[src/rtl/food_spawner.sv]
// Draws a random in-bounds food position that does not overlap the snake body, then commits it.
// Latency 3+snake_len cycles when the first draw is clean; spawn_req is ignored while busy (no queueing).
module food_spawner #(
    parameter int MAX_SEG   = 64,
    parameter int X_MIN     = 20,
    parameter int X_MAX     = 620,
    parameter int Y_MIN     = 20,
    parameter int Y_MAX     = 460,
    parameter int MAX_RETRY = 15,
    parameter int RST_X     = 320,
    parameter int RST_Y     = 240
) (
    input  logic       VGA_clk,
    input  logic       reset,
    input  logic       spawn_req,
    input  logic [9:0] rand_X,
    input  logic [9:0] rand_Y,
    input  logic [6:0] snake_len,
    output logic [5:0] seg_idx,
    input  logic [9:0] seg_X,
    input  logic [9:0] seg_Y,
    output logic [9:0] food_X,
    output logic [9:0] food_Y,
    output logic       food_valid,
    output logic       busy,
    output logic       spawn_fail
);

    localparam int RW = $clog2(MAX_RETRY + 1);

    localparam logic [9:0]    X_LO    = 10'(X_MIN);
    localparam logic [9:0]    X_HI    = 10'(X_MAX);
    localparam logic [9:0]    Y_LO    = 10'(Y_MIN);
    localparam logic [9:0]    Y_HI    = 10'(Y_MAX);
    localparam logic [9:0]    X_RST   = 10'(RST_X);
    localparam logic [9:0]    Y_RST   = 10'(RST_Y);
    localparam logic [6:0]    LEN_MAX = 7'(MAX_SEG);
    localparam logic [RW-1:0] RTY_MAX = RW'(MAX_RETRY);

    typedef enum logic [1:0] {
        IDLE,
        CHECK,
        COMMIT
    } state_t;

    state_t        state_q, state_d;
    logic [9:0]    cand_x_q, cand_x_d;
    logic [9:0]    cand_y_q, cand_y_d;
    logic [RW-1:0] retry_q, retry_d;
    logic [6:0]    cnt_q, cnt_d;
    logic [5:0]    seg_idx_q, seg_idx_d;
    logic [9:0]    food_x_q, food_x_d;
    logic [9:0]    food_y_q, food_y_d;
    logic          food_valid_q, food_valid_d;
    logic          busy_q, busy_d;
    logic          spawn_fail_q, spawn_fail_d;

    logic [6:0] len_eff;
    logic       in_bounds;
    logic       hit;
    logic       collide;
    logic       scan_done;

    // cnt_q counts cycles spent on the current candidate: 0 is the bounds test,
    // address i is on the bus at cnt i+1 and its data is compared at cnt i+2.
    always_comb begin
        len_eff   = (snake_len > LEN_MAX) ? LEN_MAX : snake_len;
        in_bounds = (cand_x_q >= X_LO) && (cand_x_q <= X_HI) &&
                    (cand_y_q >= Y_LO) && (cand_y_q <= Y_HI);
        hit       = (cnt_q >= 7'd2) && (seg_X == cand_x_q) && (seg_Y == cand_y_q);
        collide   = ((cnt_q == 7'd0) && !in_bounds) || hit;
        scan_done = (cnt_q == len_eff + 7'd1);

        state_d      = state_q;
        cand_x_d     = cand_x_q;
        cand_y_d     = cand_y_q;
        retry_d      = retry_q;
        cnt_d        = cnt_q;
        seg_idx_d    = seg_idx_q;
        food_x_d     = food_x_q;
        food_y_d     = food_y_q;
        food_valid_d = food_valid_q;
        busy_d       = busy_q;
        spawn_fail_d = 1'b0;

        case (state_q)
            IDLE: begin
                if (spawn_req) begin
                    cand_x_d     = rand_X;
                    cand_y_d     = rand_Y;
                    retry_d      = '0;
                    cnt_d        = '0;
                    seg_idx_d    = '0;
                    busy_d       = 1'b1;
                    food_valid_d = 1'b0;
                    state_d      = CHECK;
                end
            end
            CHECK: begin
                if (collide) begin
                    if (retry_q == RTY_MAX) begin
                        spawn_fail_d = 1'b1;
                        state_d      = COMMIT;
                    end else begin
                        retry_d   = retry_q + 1'b1;
                        cand_x_d  = rand_X;
                        cand_y_d  = rand_Y;
                        cnt_d     = '0;
                        seg_idx_d = '0;
                    end
                end else if (scan_done) begin
                    state_d = COMMIT;
                end else begin
                    cnt_d = cnt_q + 7'd1;
                    if ((cnt_q != 7'd0) && (cnt_q < len_eff)) begin
                        seg_idx_d = cnt_q[5:0];
                    end
                end
            end
            COMMIT: begin
                food_x_d     = cand_x_q;
                food_y_d     = cand_y_q;
                food_valid_d = 1'b1;
                busy_d       = 1'b0;
                state_d      = IDLE;
            end
            default: begin
                state_d = IDLE;
            end
        endcase
    end

    always_ff @(posedge VGA_clk or posedge reset) begin
        if (reset) begin
            state_q      <= IDLE;
            cand_x_q     <= '0;
            cand_y_q     <= '0;
            retry_q      <= '0;
            cnt_q        <= '0;
            seg_idx_q    <= '0;
            food_x_q     <= X_RST;
            food_y_q     <= Y_RST;
            food_valid_q <= 1'b0;
            busy_q       <= 1'b0;
            spawn_fail_q <= 1'b0;
        end else begin
            state_q      <= state_d;
            cand_x_q     <= cand_x_d;
            cand_y_q     <= cand_y_d;
            retry_q      <= retry_d;
            cnt_q        <= cnt_d;
            seg_idx_q    <= seg_idx_d;
            food_x_q     <= food_x_d;
            food_y_q     <= food_y_d;
            food_valid_q <= food_valid_d;
            busy_q       <= busy_d;
            spawn_fail_q <= spawn_fail_d;
        end
    end

    assign seg_idx    = seg_idx_q;
    assign food_X     = food_x_q;
    assign food_Y     = food_y_q;
    assign food_valid = food_valid_q;
    assign busy       = busy_q;
    assign spawn_fail = spawn_fail_q;

endmodule

[config.mk]
export PLATFORM = sky130hd
export DESIGN_NAME = food_spawner
export DESIGN_NICKNAME = d
export VERILOG_FILES = /design/src/rtl/food_spawner.sv
export SDC_FILE = /design/constraint.sdc
export NUM_CORES = 1
export LEC_CHECK = 0
export CORE_ASPECT_RATIO = 2
export CORE_MARGIN = 3
export CORE_UTILIZATION = 54
export DETAILED_ROUTE_END_ITERATION = 8
export MAX_ROUTING_LAYER = met4
export PLACE_DENSITY = 0.85
export SYNTH_ARGS = -nofsm -noshare
export SYNTH_HDL_FRONTEND = slang
export SYNTH_SLANG_ARGS = --single-unit
[constraint.sdc]
create_clock -name VGA_clk -period 3.8 [get_ports VGA_clk]
set_input_delay 0.95 -clock VGA_clk [delete_from_list [all_inputs] [get_ports VGA_clk]]
set_output_delay 0.95 -clock VGA_clk [all_outputs]
set_load 0.005 [all_outputs]
**After elaboration in Yosys (flattened, before gate mapping)**

Index checks and enable logic that the tools add are counted.

- Add/subtract/negate cells: 3
- Multiply operators: 0
- Div/mod/pow operators: 0
- Magnitude comparators: 7
- Equal/unequal tests: 14
- Shift-type cells: 0
- Multiplexer cells: 36
- Bitwise operators: 0
- Reduce and logical (&&, ||, !) cells: 19

Operators by type and width:

| kind | count |
|---|---|
| two-way mux 10 bit | 6 |
| one-hot mux 10 bit (2 select lines) | 2 |
| two-way mux 7 bit | 5 |
| two-way mux 6 bit | 5 |
| == test 10 bit | 2 |
| greater-or-equal comparator 10 x 5 -> 1 bit (second input constant) | 2 |
| inequality test 3 bit (second input constant) | 5 |
| adder 7 x 1 -> 7 bit (second input constant) | 2 |
| one-hot mux 7 bit (2 select lines) | 1 |
| two-way mux 4 bit | 3 |
| one-hot mux 6 bit (2 select lines) | 1 |
| <= comparator 10 bit (second input constant) | 1 |
| <= comparator 10 x 9 -> 1 bit (second input constant) | 1 |
| two-way mux 2 bit | 4 |
| one-hot mux 4 bit (2 select lines) | 1 |
| AND reduction 4 bit | 2 |
| == test 7 bit | 1 |
| greater-or-equal comparator 7 x 2 -> 1 bit (second input constant) | 1 |
| > comparator 7 bit (second input constant) | 1 |
| logical AND 1 bit | 7 |
| zero test 7 bit | 1 |
| < comparator 7 bit | 1 |
| nonzero test 7 bit | 1 |
| inequality test 2 bit (second input constant) | 3 |
| 14 further kinds | 20 |

- Bits in registers: 62
- Latch bits: 0
- RAM bits: 0
- Bits in read-only memories: 0
- Bits of input ports: 50
- Logic and storage cells: 90
- Memories kept: 0

**Depth between registers and ports, before layout**

- Word-level depth: 9
- Gate-level depth with buffers: 11

**Worst setup path after synthesis**

Ideal clock, no wire load.

- Kind: input to register
- From: input port snake_len[0]
- To: register seg_idx_q[2], in the netlist seg_idx[2]
- Library setup time: 0.066 ns
- Arrival time: 2.922 ns
- Slack: 0.812 ns
- Stages on the path: 10
- Path buffers: 1
- Path through: nor2b_1 -> ha_1 -> and3_1 -> mux2i_1 -> xnor2_1 -> and4_1 -> a2111oi_2 -> and3_1 -> buf_2 -> a22o_1

- Word-level cells in the longest chain between the ends: 6
- Elaborated cells between the ends (all ways): 9
- Those cells by class: add/sub: 1; order compare: 2; eq/ne: 3; mux: 1; reduce/logical: 2

Ends and longest elaborated chain:

| what | RTL line | RTL |
|---|---|---|
| start, declared | 18 | `input logic [6:0] snake_len,` |
| > comparator 7 bit | 67 | `len_eff = (snake_len > LEN_MAX) ? LEN_MAX : snake_len;` |
| two-way mux 7 bit (*) | 67 |  |
| adder 7 x 1 -> 7 bit / < comparator 7 bit (equally long branches) | 72, 115 |  |
| == test 7 bit / logical AND 1 bit (equally long branches) | 72, 115 |  |
| inequality test 3 bit (no source line) | - |  |
| AND reduction 5 bit (no source line) (*) | - |  |
| end signal, assigned | 152 | `seg_idx_q <= seg_idx_d;` |
| end, declared | 51 | `logic [5:0] seg_idx_q, seg_idx_d;` |

Mark *: on every way between the ends. The rest lies on a longest branch, timed or not.
A chain may end at the register's enable or synchronous reset.

**Worst setup path after layout**

- From: input port snake_len[6]
- To: register seg_idx_q[1], in the netlist seg_idx[1]

Same word-level chain as after synthesis.

==> results <==
- The average vias per placed instance is 6.06.
- The top-level I/O count is 79.
- Gates resized during post-CTS repair numbered 0.
- The sequential standard cell area is 1560 µm².
- The worst path needs 3.45 ns of the cycle, external delays included.
- The worst-case IR drop observed on VDD is 0.000587 V.
- The number of register bits inferred by synthesis is 62.
- STA classifies the critical path startpoint as an input pin.
- At the end of the flow, the number of nets in the layout was 426.
- Headroom to the max-slew limit came out at 22.1%.
- The number of global-route vias before repair is 2,885.
- On the final layout, the worst clock skew is 0.00337 ns.
- For this run the aggregate overflow at the end of global routing stands at 0.
- The number of iterations in the first detailed-routing pass is 4.
- Counting flops with a built-in enable in the synthesized netlist gives 0.
- The nature of the critical path endpoint is a flop.
- Global routing consumed, over all layers together, 26.9% of the routing resources.
- The most used flip-flop cell after synthesis is dfrtp_1.
- Based on the critical path, the design can be clocked at up to 0.290 GHz.
- The netlist area before placement is 3340 µm².
- The path category of the worst min-delay check is reg2reg.
- The routed wire length is 8.51 mm.
- The number of buffers added to fix hold violations after cts is 0.
- The final max-slew violation count is 0.
- The setup TNS is 0 ns.
- Measured along the x axis, the die boundary spans 61.6 µm.
- The area used by multi-input combinational logic is 1680 µm².
- The total power is 3.86 mW.
- The detailed router placed 2,605 vias in this run.
- The most frequent standard cell in the layout excluding fill and tap cells is clkdlybuf4s50_1.
- Of the cells placed in the final design, the portion with a size suffix greater than 1 is 19.8%.
- For this configuration, the core starts out at a cell density of 57.0%.
- The number of antenna violations at the first check in global routing came to 0.
- The clock passes through at most 2 buffers.
- Synthesis produced 281 cells.
- The post-CTS setup buffer count is 0.
- The run finished with clean final reports.
- Detailed placement finished with a half-perimeter wire length of 6.14 mm.
- The floorplan die area is 7220 µm².
- The cell sitting at the root of the clock tree is a clkbuf_16.
- The CTS buffer count is 9.
- Synthesis produced a netlist with a net count of 343.
- The CTS tree is yes.
- By startpoint and endpoint, the worst setup path is classified as in2reg.
- The first-iteration detailed-routing DRC count is 112.
- The clock latency on the worst-skew pair is 0.34 ns.
- Setup violations remaining at the end of the flow were counted as 0.
- The clock input transition at the sequential cells of the worst setup and hold paths is 0.05 ns.
- The number of remaining DRC errors is 0.
- In the layout the commonest cells are 78 x clkdlybuf4s50_1, 56 x dfrtp_1, 25 x xnor2_1.
- In this run the remaining antenna-violating nets after routing total 0.
- The share of synthesized registers carrying an async set or reset is 100%.
- The first global-routing pass estimated 13.5 mm of wire.
- Summing the sequential cell areas from Yosys gives 46.7% of the chip area.
- Setup repair after global routing left no endpoint under its margin.
- The critical path data required time is 4.07 ns.
- The final count of hold timing violations came to 0.
- Entering global routing, the biggest net connects 63 pins.
- STA puts the critical path data arrival time at 3.72 ns.
- The area growth from synthesis to layout is 34.1%.
- The biggest fanout along the worst timing path is 8.
- In the final routed layout, each cell accounts on average for 19.8 µm.
- The clock sink count is 62.
- During placement, the flow inserted port buffers numbering 78.
- Summed over all cells, the static leakage comes to 1.95 nW.
- Once layout is complete, the utilization of the core stands at 76.5%.
- The final antenna diode count is 0.
- Routability-driven placement finished with a final weighted congestion of 0.850.
- The power per cell area is 862 nW/µm².
- The transition time at the pin with the least slew margin is 1.16 ns.
- Synthesis instantiated 46 different standard cells from the library.
- Of the available clock period, the critical path in the final layout requires 90.8%.
- The H-tree generated during clock tree synthesis spans 3 levels.
- The yosys synthesis warning count is 0.
- In this run the standard cell core region covers 5860 µm².
- After filler insertion, the fill cell instance count of the layout stands at 374.
- In this run the vertical extent of the chip is 117 µm.
- Each instance of the synthesized netlist takes up on average 11.9 µm².
- The standard-cell row count is 39.
- The number of violations of the max-capacitance limit is 0.
## sequential cells by signal (all words and copies together), names as in the netlist
name / count
spawn_fail: 1
busy: 1
retry_q: 4
food_Y: 10
cand_y_q: 10
seg_idx: 6
food_X: 10
cand_x_q: 10
state_q: 2
food_valid: 1
cnt_q: 7
## worst max-delay path, stage by stage
cell	delay [ns]
clkdlybuf4s50_1	0.52
nor2b_1	0.24
ha_1	0.22
and3_1	0.21
mux2i_1	0.23
xnor2_1	0.08
and4_1	0.25
a2111oi_2	0.52
and3_1	0.34
a22o_1	0.16
## synth_stat cells, drive strengths merged, types with 2 or more instances
library cell	instances	area, µm²
nand2b	6	37.5
nor3	4	20.0
a211o	2	17.5
a21oi	10	50.1
ha	12	150
a21o	3	22.5
buf	6	55.1
a22o	7	61.3
nor4	4	31.3
nand4	9	56.3
xor2	4	35.0
inv	10	37.5
o21ai	12	60.1
and3	3	18.8
a31oi	3	33.8
nor2	7	26.3
nand2	12	45.0
mux2i	2	20.0
or3	4	25.0
nand3	7	35.0
and4	2	17.5
xnor2	25	219
o211ai	3	22.5
clkbuf	3	11.3
mux2	40	510
dfrtp	56	1400
dfstp	6	158
nor2b	5	31.3
## logic make-up (layout without fill, tap and decap cells)
kind of cell	count (synthesis)	count (layout)	share of synthesized area, %
AND/OR/NAND/NOR	70	70	12.2
flip-flops	62	62	46.7
AO/OA/AOI/OAI	47	47	9.97
multiplexers	42	42	15.9
XOR/XNOR	29	29	7.61
buffers and inverters	19	107	3.11
adder cells (fa/ha/maj)	12	12	4.50
## routing by layer
| layer | vias up | wire [µm] | GRT usage (%) |
|---|---|---|---|
| met1 | 1306 | 3010 | 25.2 |
| li1 | 1186 | - | - |
| met3 | 24 | 359 | 6.92 |
| met5 | - | 0 | - |
| met4 | 0 | 280 | 12.3 |
| met2 | 89 | 4860 | 48.4 |
## stage by stage
step / setup WS (ns) / instance area, µm² / std cells / hold slack [ns]
finish: 0.350 / 4480 / 430 / 0.481
global route: 0.179 / 4480 / 430 / 0.497
CTS: 0.383 / 4480 / 430 / 0.490
detailed placement: 0.0497 / 4170 / 414 / 0.481
global placement: 0.169 / 4170 / 414 / 0.479
floorplan: 0.812 / 3340 / 281 / 0.474
## worst paths after layout
kind	cells after the start	start	end	slack [ns]
max	10	snake_len[6]	seg_idx[1]$_DFFE_PP0P_	0.35
min in group asynchronous	3	reset	busy$_DFFE_PP0P_	1.15
max reg2reg	8	cnt_q[3]$_DFFE_PP0P_	cnt_q[6]$_DFFE_PP0P_	0.85
min	1	food_valid$_DFFE_PP0P_	food_valid$_DFFE_PP0P_	0.48
max in group asynchronous	3	reset	seg_idx[1]$_DFFE_PP0P_	2.13
min reg2reg	1	food_valid$_DFFE_PP0P_	food_valid$_DFFE_PP0P_	0.48
## area by class of cell
type	count	share of cell area, %
Clock buffer	11	5.65
Clock inverter	5	1.29
Multi-Input combinational cell	200	37.5
Tap cell	61	1.70
Inverter	10	0.838
Sequential cell	62	34.8
Timing Repair Buffer	81	18.2
## report_power, final
group,internal (mW),switching (mW),total (mW)
sequential,0.975,0.352,1.33
clock,0.541,0.298,0.839
combinational,0.996,0.698,1.69
total,2.51,1.35,3.86
(Power assumes the default switching activity.)
